$ cat config.mk
export PLATFORM = sky130hd
export DESIGN_NAME = if_stage
export DESIGN_NICKNAME = d
export VERILOG_FILES = /design/src/rtl/if_stage.sv
export SDC_FILE = /design/constraint.sdc
export NUM_CORES = 1
export LEC_CHECK = 0
export CAP_MARGIN = 20
export CORE_MARGIN = 4
export CORE_UTILIZATION = 45
export DETAILED_ROUTE_END_ITERATION = 10
export GPL_TIMING_DRIVEN = 1
export PLACE_DENSITY = 0.82
export REMOVE_ABC_BUFFERS = 1
export SETUP_SLACK_MARGIN = 0.05
export SYNTH_ARGS = -nofsm -noshare
export SYNTH_HDL_FRONTEND = slang
export SYNTH_SLANG_ARGS = --single-unit
$ cat constraint.sdc
create_clock -name clk -period 2.9 [get_ports clk]
set_input_delay 0.87 -clock clk [delete_from_list [all_inputs] [get_ports clk]]
set_output_delay 0.87 -clock clk [all_outputs]
set_load 0.02 [all_outputs]
$ cat src/rtl/if_stage.sv
// LC-3b instruction-fetch stage: owns the PC, runs the imem read handshake and
// hands fetched words (or bubbles) to the hazard stage, squashing wrong-path reads.
module if_stage #(
    parameter logic [15:0] RESET_PC = 16'h0000,
    parameter logic [15:0] NOP_WORD = 16'h0000
) (
    input  logic        clk,
    input  logic        rst_n,
    input  logic        pc_ld,
    input  logic        stall,
    input  logic        redirect_valid,
    input  logic [15:0] redirect_pc,
    output logic        imem_read,
    output logic [15:0] imem_address,
    input  logic [15:0] imem_rdata,
    input  logic        imem_resp,
    output logic [15:0] ir_val,
    output logic [15:0] pc_out,
    output logic [15:0] pc_plus2,
    output logic        if_valid,
    output logic [15:0] fetch_bubbles
);

    typedef enum logic [1:0] {
        FETCH  = 2'd0,
        HOLD   = 2'd1,
        SQUASH = 2'd2
    } state_t;

    state_t      state, state_nxt;
    logic [15:0] pc, pc_nxt;
    logic [15:0] squash_addr, squash_addr_nxt;
    logic [15:0] hold_data, hold_data_nxt;
    logic [15:0] hold_pc, hold_pc_nxt;
    logic [15:0] ir_nxt, pc_out_nxt, bubbles_nxt;
    logic        valid_nxt;
    logic        advance;
    logic        bubble;

    assign advance  = pc_ld & ~stall;
    assign pc_plus2 = pc_out + 16'd2;

    always_comb begin
        imem_read    = 1'b0;
        imem_address = pc;
        case (state)
            FETCH:   imem_read = rst_n;
            SQUASH: begin
                imem_read    = rst_n;
                imem_address = squash_addr;
            end
            default: imem_read = 1'b0;
        endcase
    end

    always_comb begin
        state_nxt       = state;
        pc_nxt          = pc;
        squash_addr_nxt = squash_addr;
        hold_data_nxt   = hold_data;
        hold_pc_nxt     = hold_pc;
        ir_nxt          = ir_val;
        pc_out_nxt      = pc_out;
        valid_nxt       = if_valid;
        bubble          = 1'b0;

        if (redirect_valid) begin
            pc_nxt = redirect_pc & 16'hFFFE;
            bubble = advance;
            case (state)
                FETCH: begin
                    if (!imem_resp) begin
                        state_nxt       = SQUASH;
                        squash_addr_nxt = pc;
                    end
                end
                HOLD:    state_nxt = FETCH;
                // A response landing with a fresh redirect still ends the wrong-path read.
                SQUASH:  state_nxt = imem_resp ? FETCH : SQUASH;
                default: state_nxt = FETCH;
            endcase
        end else begin
            case (state)
                FETCH: begin
                    if (imem_resp && advance) begin
                        ir_nxt     = imem_rdata;
                        pc_out_nxt = pc;
                        valid_nxt  = 1'b1;
                        pc_nxt     = pc + 16'd2;
                    end else if (imem_resp) begin
                        hold_data_nxt = imem_rdata;
                        hold_pc_nxt   = pc;
                        state_nxt     = HOLD;
                    end else begin
                        bubble = advance;
                    end
                end
                HOLD: begin
                    if (advance) begin
                        ir_nxt     = hold_data;
                        pc_out_nxt = hold_pc;
                        valid_nxt  = 1'b1;
                        pc_nxt     = pc + 16'd2;
                        state_nxt  = FETCH;
                    end
                end
                SQUASH: begin
                    bubble = advance;
                    if (imem_resp) state_nxt = FETCH;
                end
                default: state_nxt = FETCH;
            endcase
        end

        if (bubble) begin
            ir_nxt    = NOP_WORD;
            valid_nxt = 1'b0;
        end

        bubbles_nxt = fetch_bubbles;
        if (bubble && fetch_bubbles != 16'hFFFF) bubbles_nxt = fetch_bubbles + 16'd1;
    end

    always_ff @(posedge clk) begin
        if (!rst_n) begin
            state         <= FETCH;
            pc            <= RESET_PC;
            squash_addr   <= RESET_PC;
            hold_data     <= NOP_WORD;
            hold_pc       <= RESET_PC;
            ir_val        <= NOP_WORD;
            pc_out        <= RESET_PC;
            if_valid      <= 1'b0;
            fetch_bubbles <= '0;
        end else begin
            state         <= state_nxt;
            pc            <= pc_nxt;
            squash_addr   <= squash_addr_nxt;
            hold_data     <= hold_data_nxt;
            hold_pc       <= hold_pc_nxt;
            ir_val        <= ir_nxt;
            pc_out        <= pc_out_nxt;
            if_valid      <= valid_nxt;
            fetch_bubbles <= bubbles_nxt;
        end
    end

endmodule

==> results.cfg, run 1 <==
[status]
outcome = finished, final reports clean

[layout]
drive_gt1_frac = 0.0942
antenna_cells = 0
nNetsFinal = 758
area_delta_synth_final_pct = 32.0
fillerInstances = 928
stdcell_area_sq_um = 6840

[sta]
finClkSkew_ns = 0.00655
fmax_mhz = 357
tightest_slew_ns = 1.04
min_period_ns = 2.80
setup_viol = 0
slew_headroom = 0.309
maxSlewViolCount = 0
rsz0062_at_grt = no
holdWs_ns = 0.454
hold_viol_final = 0
timing.final.crit_share = 0.966
setup-tns-final_ns = 0

[synth]
synthTopCellsByArea = dfxtp_1, nand2_1, mux2i_1
synth_ff_type = dfxtp_1
synth-warning-count = 0
synth_most_common_cell = nand2_1
ys_ff_latch = 111
syn_inst = 617
synth_top_area_frac = 0.429
synth_edf_count = 0
ys_types = 50
synth_fa_ha_area_frac = 0.00724
synthTopCellsByCount = nand2_1, dfxtp_1, a21oi_1
synth_top_family_by_area = simple AND/OR/NAND/NOR gates
synthXorXnorAreaFrac = 0.0304
synth_mux_area_frac = 0.0980
synth-simple-area-share = 0.221
synth_area_per_cell_sq_um = 8.40
synth_area_leader_cell = dfxtp_1
async_reset_ff_frac = 0
yosysSeqAreaShare = 0.429
synth-compound-area-share = 0.165
netlist_area_sq_um = 5180

[power_and_ir_drop]
peakVddDrop_mv = 0.252
finalPower_w = 0.00330
powerDensity_nw_per_um2 = 482
leakage_nw = 2.72

[cts]
cts_hold_buffers = 0
cts-root-buf = clkbuf_16
cts_tree = built
htree_levels = 3
clock_sinks = 111
clockBufferDepth = 2
clk_latency_ns = 0.34
cts_setup_buffers = 0
cts_made_buffers = 9
clk_pin_slew_ns = 0.07

[worst_setup_path]
max_stage_delay_ns = 0.63
critical-path-top-delay-family = buffers and inverters
critPathCaptureType = primary output
cp.required_ns = 2.03
r2r_start = state[1]
rr_endpoint = ir_val[4]
ff2ff_path_depth = 4
crit_slowest_cell = clkdlybuf4s50_1
cp.buffers_inverters = 1
crit_path_start_kind = register
crit_fanout = 3
crit_type = reg -> out
reg2reg_slack_ns = 0.92
critPathArrivalTime_ns = 1.93
cp_cell_sequence = ha_1 -> nand3_1 -> xnor2_1 -> clkdlybuf4s50_1

[worst_hold_path]
worstHoldPathCells = 2
hp-class = reg -> reg
min_to = squash_addr[10]
hp-start = squash_addr[10]

[floorplanning]
num_rows = 38
initial_core_util = 0.470
die_h_microns = 115
num_io_pins = 120
die_area_sq_um = 13300
die_x_microns = 115
coreArea_sq_um = 11000

[grt]
grt_pass1_wl_mm = 22.5
antenna_found_initial = 0
grt_max_degree = 79
grt_pass1_vias = 4710
grt_overflow = 0
grt_use_total = 0.207

[route]
wl_mm = 14.1
drcViolationCount = 0
viasPerCell = 5.68
drt.antenna.violating_nets = 0
vias = 4900
drt_iter0_markers = 313
firstDrtPassIters = 4
wl_per_cell_microns = 16.4

[placed_design]
port_buffers = 115
hpwlAfterDp_mm = 9.72
dpl_cell_area_sq_um = 6500
gp_congestion = 0.836

[run]
drv_cap = 0
## area by class of cell
class,instances,area [sq um],area share
clock buffer,14,284,0.0415
clock inverter,2,12.5,0.00183
inverter,5,18.8,0.00274
multi-input combinational,451,2740,0.401
sequential,111,2220,0.325
tap,140,175,0.0256
timing repair buffer,139,1380,0.202
## power by group
part           switching (W)  leakage [nW]  total (W)  internal (W)
sequential         0.0000524         0.903    0.00163       0.00158
clock               0.000529         0.145    0.00121      0.000676
combinational       0.000249          1.67   0.000460      0.000211
## per-stage QoR
step | util | std cells | setup slack, ns
floorplan | - | 567 | -1.16
global placement | 0.590 | 846 | -0.125
detailed placement | 0.590 | 846 | -0.133
CTS | 0.616 | 862 | 0.0504
global route | 0.620 | 862 | 0.0502
finish | 0.620 | 862 | 0.0978
## cells in the final DEF (no fill, tap or decap), types with 3 or more instances in the layout
master / count
a211oi_1: 34
a21oi_1: 60
a31oi_1: 8
and3_1: 4
and4_1: 5
buf_4: 21
clkbuf_16: 9
clkbuf_8: 4
clkdlybuf4s50_1: 90
conb_1: 3
dfxtp_1: 110
dlygate4sd2_1: 8
dlymetal6s2s_1: 15
ha_1: 3
inv_1: 3
mux2_2: 14
mux2i_1: 35
nand2_1: 114
nand2b_1: 4
nand3_1: 14
nand4_1: 9
nor2_1: 42
nor3_1: 5
nor4_1: 4
o21a_1: 3
o21ai_0: 19
o31ai_1: 12
or3_1: 6
or4_1: 12
xnor2_1: 10
xor2_1: 8
## worst max-delay path by stage
stage	from	endpoint	slack (ns)	cells after the start
after floorplan	stall	ir_val[0]	-1.16	3
after global placement	rst_n	imem_read	-0.13	4
after detailed placement	rst_n	imem_read	-0.13	4
after CTS	state[1]	imem_address[9]	0.05	4
after global routing	pc_out[1]	pc_plus2[5]	0.05	4
final	pc_out[1]	pc_plus2[5]	0.1	4
## registers in the layout, summed over array words and instances, names as in the netlist
name / flops
if_valid: 1
pc_out: 15
fetch_bubbles: 16
state: 2
ir_val: 16
hold_data: 16
hold_pc: 15
squash_addr: 15
pc: 15
## cells by family after synthesis
group / Yosys count
adders and majority gates: 3
and+or+nand+nor: 237
muxes: 49
other: 1
DFF: 111
AOI/OAI and AO/OA: 141
xor gates and xnor gates: 18
buffers and inverters: 57
## timing repair
item                                    4_1_cts  5_1_grt
endpoints found under the setup margin       10       22
pin swaps                                     0        0
gates resized for setup                      12       21
## worst min-delay path: stages (launching register included)
cell and delay [ns]:
dfxtp_1 0.31, nand2_1 0.05, a21oi_1 0.05
## layer usage
layer  vias up  global-route usage  routed length, microns
met3        37              0.0295                     676
met5         -                   0                       0
li1       2390                   -                       -
met2       148               0.369                    7290
met1      2325               0.248                    5750
met4         0              0.0884                     394
Note: power is estimated with default switching activity, not from simulation.
==> run 2: changes to the inputs <==
--- a/config.mk
+++ b/config.mk
@@ -13,6 +13,7 @@
 export PLACE_DENSITY = 0.82
 export REMOVE_ABC_BUFFERS = 1
 export SETUP_SLACK_MARGIN = 0.05
+export SKIP_CTS_REPAIR_TIMING = 1
 export SYNTH_ARGS = -nofsm -noshare
 export SYNTH_HDL_FRONTEND = slang
 export SYNTH_SLANG_ARGS = --single-unit
==> results.cfg, run 2 (synthesis gave the netlist of run 1 again) <==
[worst_setup_path]
cp.required_ns = 2.03
crit_type = reg -> out
max_stage_delay_ns = 0.63
critical-path-top-delay-family = buffers and inverters
crit_slowest_cell = clkdlybuf4s50_1
crit_fanout = 3
cp.buffers_inverters = 1
critPathArrivalTime_ns = 1.93
crit_path_start_kind = register
critPathCaptureType = primary output
cp_cell_sequence = ha_1 -> nand3_1 -> xnor2_1 -> clkdlybuf4s50_1
reg2reg_slack_ns = 0.94

[floorplanning]
die_h_microns = 115
coreArea_sq_um = 11000
num_rows = 38
die_area_sq_um = 13300
die_x_microns = 115
initial_core_util = 0.470
num_io_pins = 120

[sta]
hold_viol_final = 0
min_period_ns = 2.80
maxSlewViolCount = 0
tightest_slew_ns = 1.03
fmax_mhz = 357
slew_headroom = 0.315
timing.final.crit_share = 0.966
finClkSkew_ns = 0.00551
setup_viol = 0
rsz0062_at_grt = yes

[grt]
grt_use_total = 0.207
antenna_found_initial = 0
grt_pass1_vias = 4709
grt_max_degree = 79
grt_overflow = 0
grt_pass1_wl_mm = 22.5

[layout]
multi_input_area_sq_um = 2740
area_delta_synth_final_pct = 32.7
post_layout_nonfiller_instances = 862
final_util = 0.623
stdcell_area_sq_um = 6880
fillerInstances = 920
antenna_cells = 0
nNetsFinal = 758
area.sequential_sq_um = 2220
mostFrequentLayoutCells = nand2_1, dfxtp_1, clkdlybuf4s50_1
reg_top3 = fetch_bubbles (16), hold_data (16), ir_val (16)
drive_gt1_frac = 0.0900
final_common_cell = nand2_1

[route]
drt_iter0_markers = 276
drcViolationCount = 0
vias = 4889
viasPerCell = 5.67
wl_mm = 14.1
drt.antenna.violating_nets = 0
wl_per_cell_microns = 16.4
firstDrtPassIters = 4

[placed_design]
dp_cells = 846
port_buffers = 115
hpwlAfterDp_mm = 9.72
dpl_cell_area_sq_um = 6500
gp_congestion = 0.836

[cts]
clockBufferDepth = 2
cts-root-buf = clkbuf_16
cts_tree = built
clk_pin_slew_ns = 0.07
clock_sinks = 111
htree_levels = 3
clk_latency_ns = 0.34
cts_made_buffers = 9

[power_and_ir_drop]
finalPower_w = 0.00330
peakVddDrop_mv = 0.254
powerDensity_nw_per_um2 = 480
leakage_nw = 2.85

[status]
outcome = finished, final reports clean

[worst_hold_path]
hp-class = reg -> reg

[run]
drv_cap = 0
-- run 2: per-layer routing --
metal / wire (microns) / vias to the layer above / GRT usage / part of all wire
met5: 0 / - / 0 / 0
met4: 381 / 0 / 0.0876 / 0.027
met3: 552 / 34 / 0.0295 / 0.039
met2: 7390 / 133 / 0.369 / 0.52
met1: 5810 / 2331 / 0.248 / 0.41
li1: - / 2391 / - / -
-- run 2: path summary, 6_finish.rpt --
path	start	to	cells after the start
hold / removal	hold_pc[5]	hold_pc[5]	2
setup / recovery	pc_out[1]	pc_plus2[5]	4
setup reg to reg	state[1]	ir_val[4]	4
hold reg to reg	hold_pc[5]	hold_pc[5]	2
-- run 2: cell type report --
| cell class | count | area share |
|---|---|---|
| Clock inverter | 2 | 0.00182 |
| Tap cell | 140 | 0.0255 |
| Multi-Input combinational cell | 451 | 0.399 |
| Inverter | 5 | 0.00273 |
| Clock buffer | 14 | 0.0413 |
| Sequential cell | 111 | 0.323 |
| Timing Repair Buffer | 139 | 0.207 |
-- run 2: where the power goes --
part / internal, W / total (W) / switching (W)
combinational: 0.000214 / 0.000463 / 0.000249
clock: 0.000676 / 0.00120 / 0.000529
sequential: 0.00158 / 0.00163 / 0.0000525
-- run 2: through the flow --
| stage | hold WS, ns | setup WS, ns | setup TNS [ns] |
|---|---|---|---|
| after floorplan | 0.433 | -1.16 | -37.09 |
| after global placement | 0.438 | -0.125 | -0.125 |
| after detailed placement | 0.447 | -0.133 | -0.133 |
| after CTS | 0.456 | -0.349 | -1.88 |
| after global routing | 0.476 | 0.0483 | 0 |
| final | 0.454 | 0.0995 | 0 |
-- run 2: worst reg2reg max path: cells and delay by family (launching register included) --
family	cells	cell delay [ns]
simple gates	1	0.82
flops	1	0.33
compound gates	1	0.32
mux	1	0.24
buf+inv	1	0.17
==> run 3: changes to the inputs <==
--- a/config.mk
+++ b/config.mk
@@ -6,6 +6,7 @@
 export NUM_CORES = 1
 export LEC_CHECK = 0
 export CAP_MARGIN = 20
+export CORE_ASPECT_RATIO = 1.25
 export CORE_MARGIN = 4
 export CORE_UTILIZATION = 45
 export DETAILED_ROUTE_END_ITERATION = 10
==> results.cfg, run 3 (synthesis gave the netlist of run 1 again) <==
[placed_design]
port_buffers = 115
hpwlAfterDp_mm = 9.40
dp_cells = 840
gp_congestion = 0.843
dpl_cell_area_sq_um = 6490

[sta]
maxSlewViolCount = 0
finClkSkew_ns = 0.00670
hold_viol_final = 0
timing.final.crit_share = 0.924
min_period_ns = 2.68
slew_headroom = 0.450
tightest_slew_ns = 0.826
fmax_mhz = 373
setup_viol = 0
rsz0062_at_grt = no

[grt]
grt_pass1_wl_mm = 21.5
grt_overflow = 0
grt_use_total = 0.194
grt_pass1_vias = 4516
antenna_found_initial = 0
grt_max_degree = 79

[power_and_ir_drop]
netSwitchingFraction = 0.250
clock_power_share = 0.386
intPower_w = 0.00254
p_seq_frac = 0.481
finalPower_w = 0.00339
comb_power_share = 0.132
peakVddDrop_mv = 0.323
power_switching_w = 0.000847
powerDensity_nw_per_um2 = 492
leakage_nw = 2.89

[route]
wl_per_cell_microns = 15.4
wl_mm = 13.2
firstDrtPassIters = 5
drt_iter0_markers = 244
drcViolationCount = 0
viasPerCell = 5.61
drt.antenna.violating_nets = 0
vias = 4802

[layout]
drive_gt1_frac = 0.0902
area.sequential_sq_um = 2220
final_common_cell = nand2_1
final_util = 0.615
mostFrequentLayoutCells = nand2_1, dfxtp_1, clkdlybuf4s50_1
fillerInstances = 983
reg_top3 = fetch_bubbles (16), hold_data (16), ir_val (16)
area_delta_synth_final_pct = 32.9
nNetsFinal = 757
stdcell_area_sq_um = 6890
multi_input_area_sq_um = 2740
post_layout_nonfiller_instances = 856
antenna_cells = 0

[cts]
cts-root-buf = clkbuf_16
clock_sinks = 111
clockBufferDepth = 2
clk_pin_slew_ns = 0.07
clk_latency_ns = 0.35
cts_tree = built
htree_levels = 3
cts_made_buffers = 9

[worst_setup_path]
max_stage_delay_ns = 0.49
cp_cell_sequence = clkdlybuf4s50_1 -> inv_2 -> nor2_1 -> dlymetal6s2s_1
ff2ff_path_depth = 4
crit_slowest_cell = clkdlybuf4s50_1
rr_endpoint = pc[12]
cp.buffers_inverters = 3
crit_type = in -> out
critical-path-top-delay-family = buffers and inverters
critPathArrivalTime_ns = 1.81
crit_path_start_kind = input pin
crit_fanout = 2
cp.required_ns = 2.03
crit_start = rst_n
reg2reg_slack_ns = 0.98
r2r_start = pc[5]
critPathCaptureType = primary output

[run]
drv_cap = 0

[floorplanning]
die_area_sq_um = 13300
num_rows = 43
coreArea_sq_um = 11200
die_x_microns = 104
num_io_pins = 120
initial_core_util = 0.463
die_h_microns = 128

[worst_hold_path]
min_to = hold_data[6]
hp-class = reg -> reg
hp-start = hold_data[6]
worstHoldPathCells = 2

[status]
outcome = finished, final reports clean
run 3: cell count changes in the layout (fill, tap and decap cells not counted), sizes merged:
| cell | before | now |
|---|---|---|
| clkinv | 1 | 2 |
| bufinv | 0 | 2 |
| buf | 24 | 23 |
| dlymetal6s2s | 25 | 27 |
| clkbuf | 14 | 10 |
| clkinvlp | 1 | 2 |
| clkdlybuf4s50 | 90 | 88 |
run 3: area by class of cell:
type                       count  share of cell area
multi-input combinational    451               0.398
timing repair buffer         138               0.206
inverter                       5             0.00273
clock buffer                  10              0.0332
sequential                   111               0.323
tap                          135              0.0245
clock inverter                 6              0.0124
run 3: how the worst max path moves through the flow:
stage	slack, ns	end	cells after the start
finish	0.22	imem_read	4
global route	0.14	pc_plus2[10]	5
CTS	-0.28	pc_plus2[15]	6
detailed placement	-0.18	imem_read	4
global placement	-0.16	imem_read	4
floorplan	-1.16	ir_val[0]	3
run 3: metal layers:
| metal | global-route usage | share of wire |
|---|---|---|
| met3 | 0.0297 | 0.040 |
| met2 | 0.338 | 0.51 |
| met1 | 0.238 | 0.43 |
| met5 | 0 | 0 |
| met4 | 0.0876 | 0.022 |
run 3: through the flow:
stage                     setup TNS (ns)  worst slack (ns)  hold slack, ns
after detailed placement          -0.179            -0.179           0.447
after floorplan                   -37.09             -1.16           0.433
after global routing                   0             0.137           0.470
after CTS                          -1.41            -0.282           0.456
after global placement            -0.164            -0.164           0.438
final                                  0             0.219           0.454
run 3: power by group through the flow:
stage	Sequential [W]	Combinational, W	Clock [W]
floorplan	0.00167	0.000219	0
detailed placement	0.00167	0.000453	0
CTS	0.00163	0.000456	0.00133
global route	0.00164	0.000489	0.00138
global placement	0.00166	0.000441	0
finish	0.00163	0.000449	0.00131
run 3: worst min-delay path, stage by stage, from the launching register on:
cell and delay, ns:
dfxtp_1 0.31, nand2_1 0.05, a21oi_1 0.05
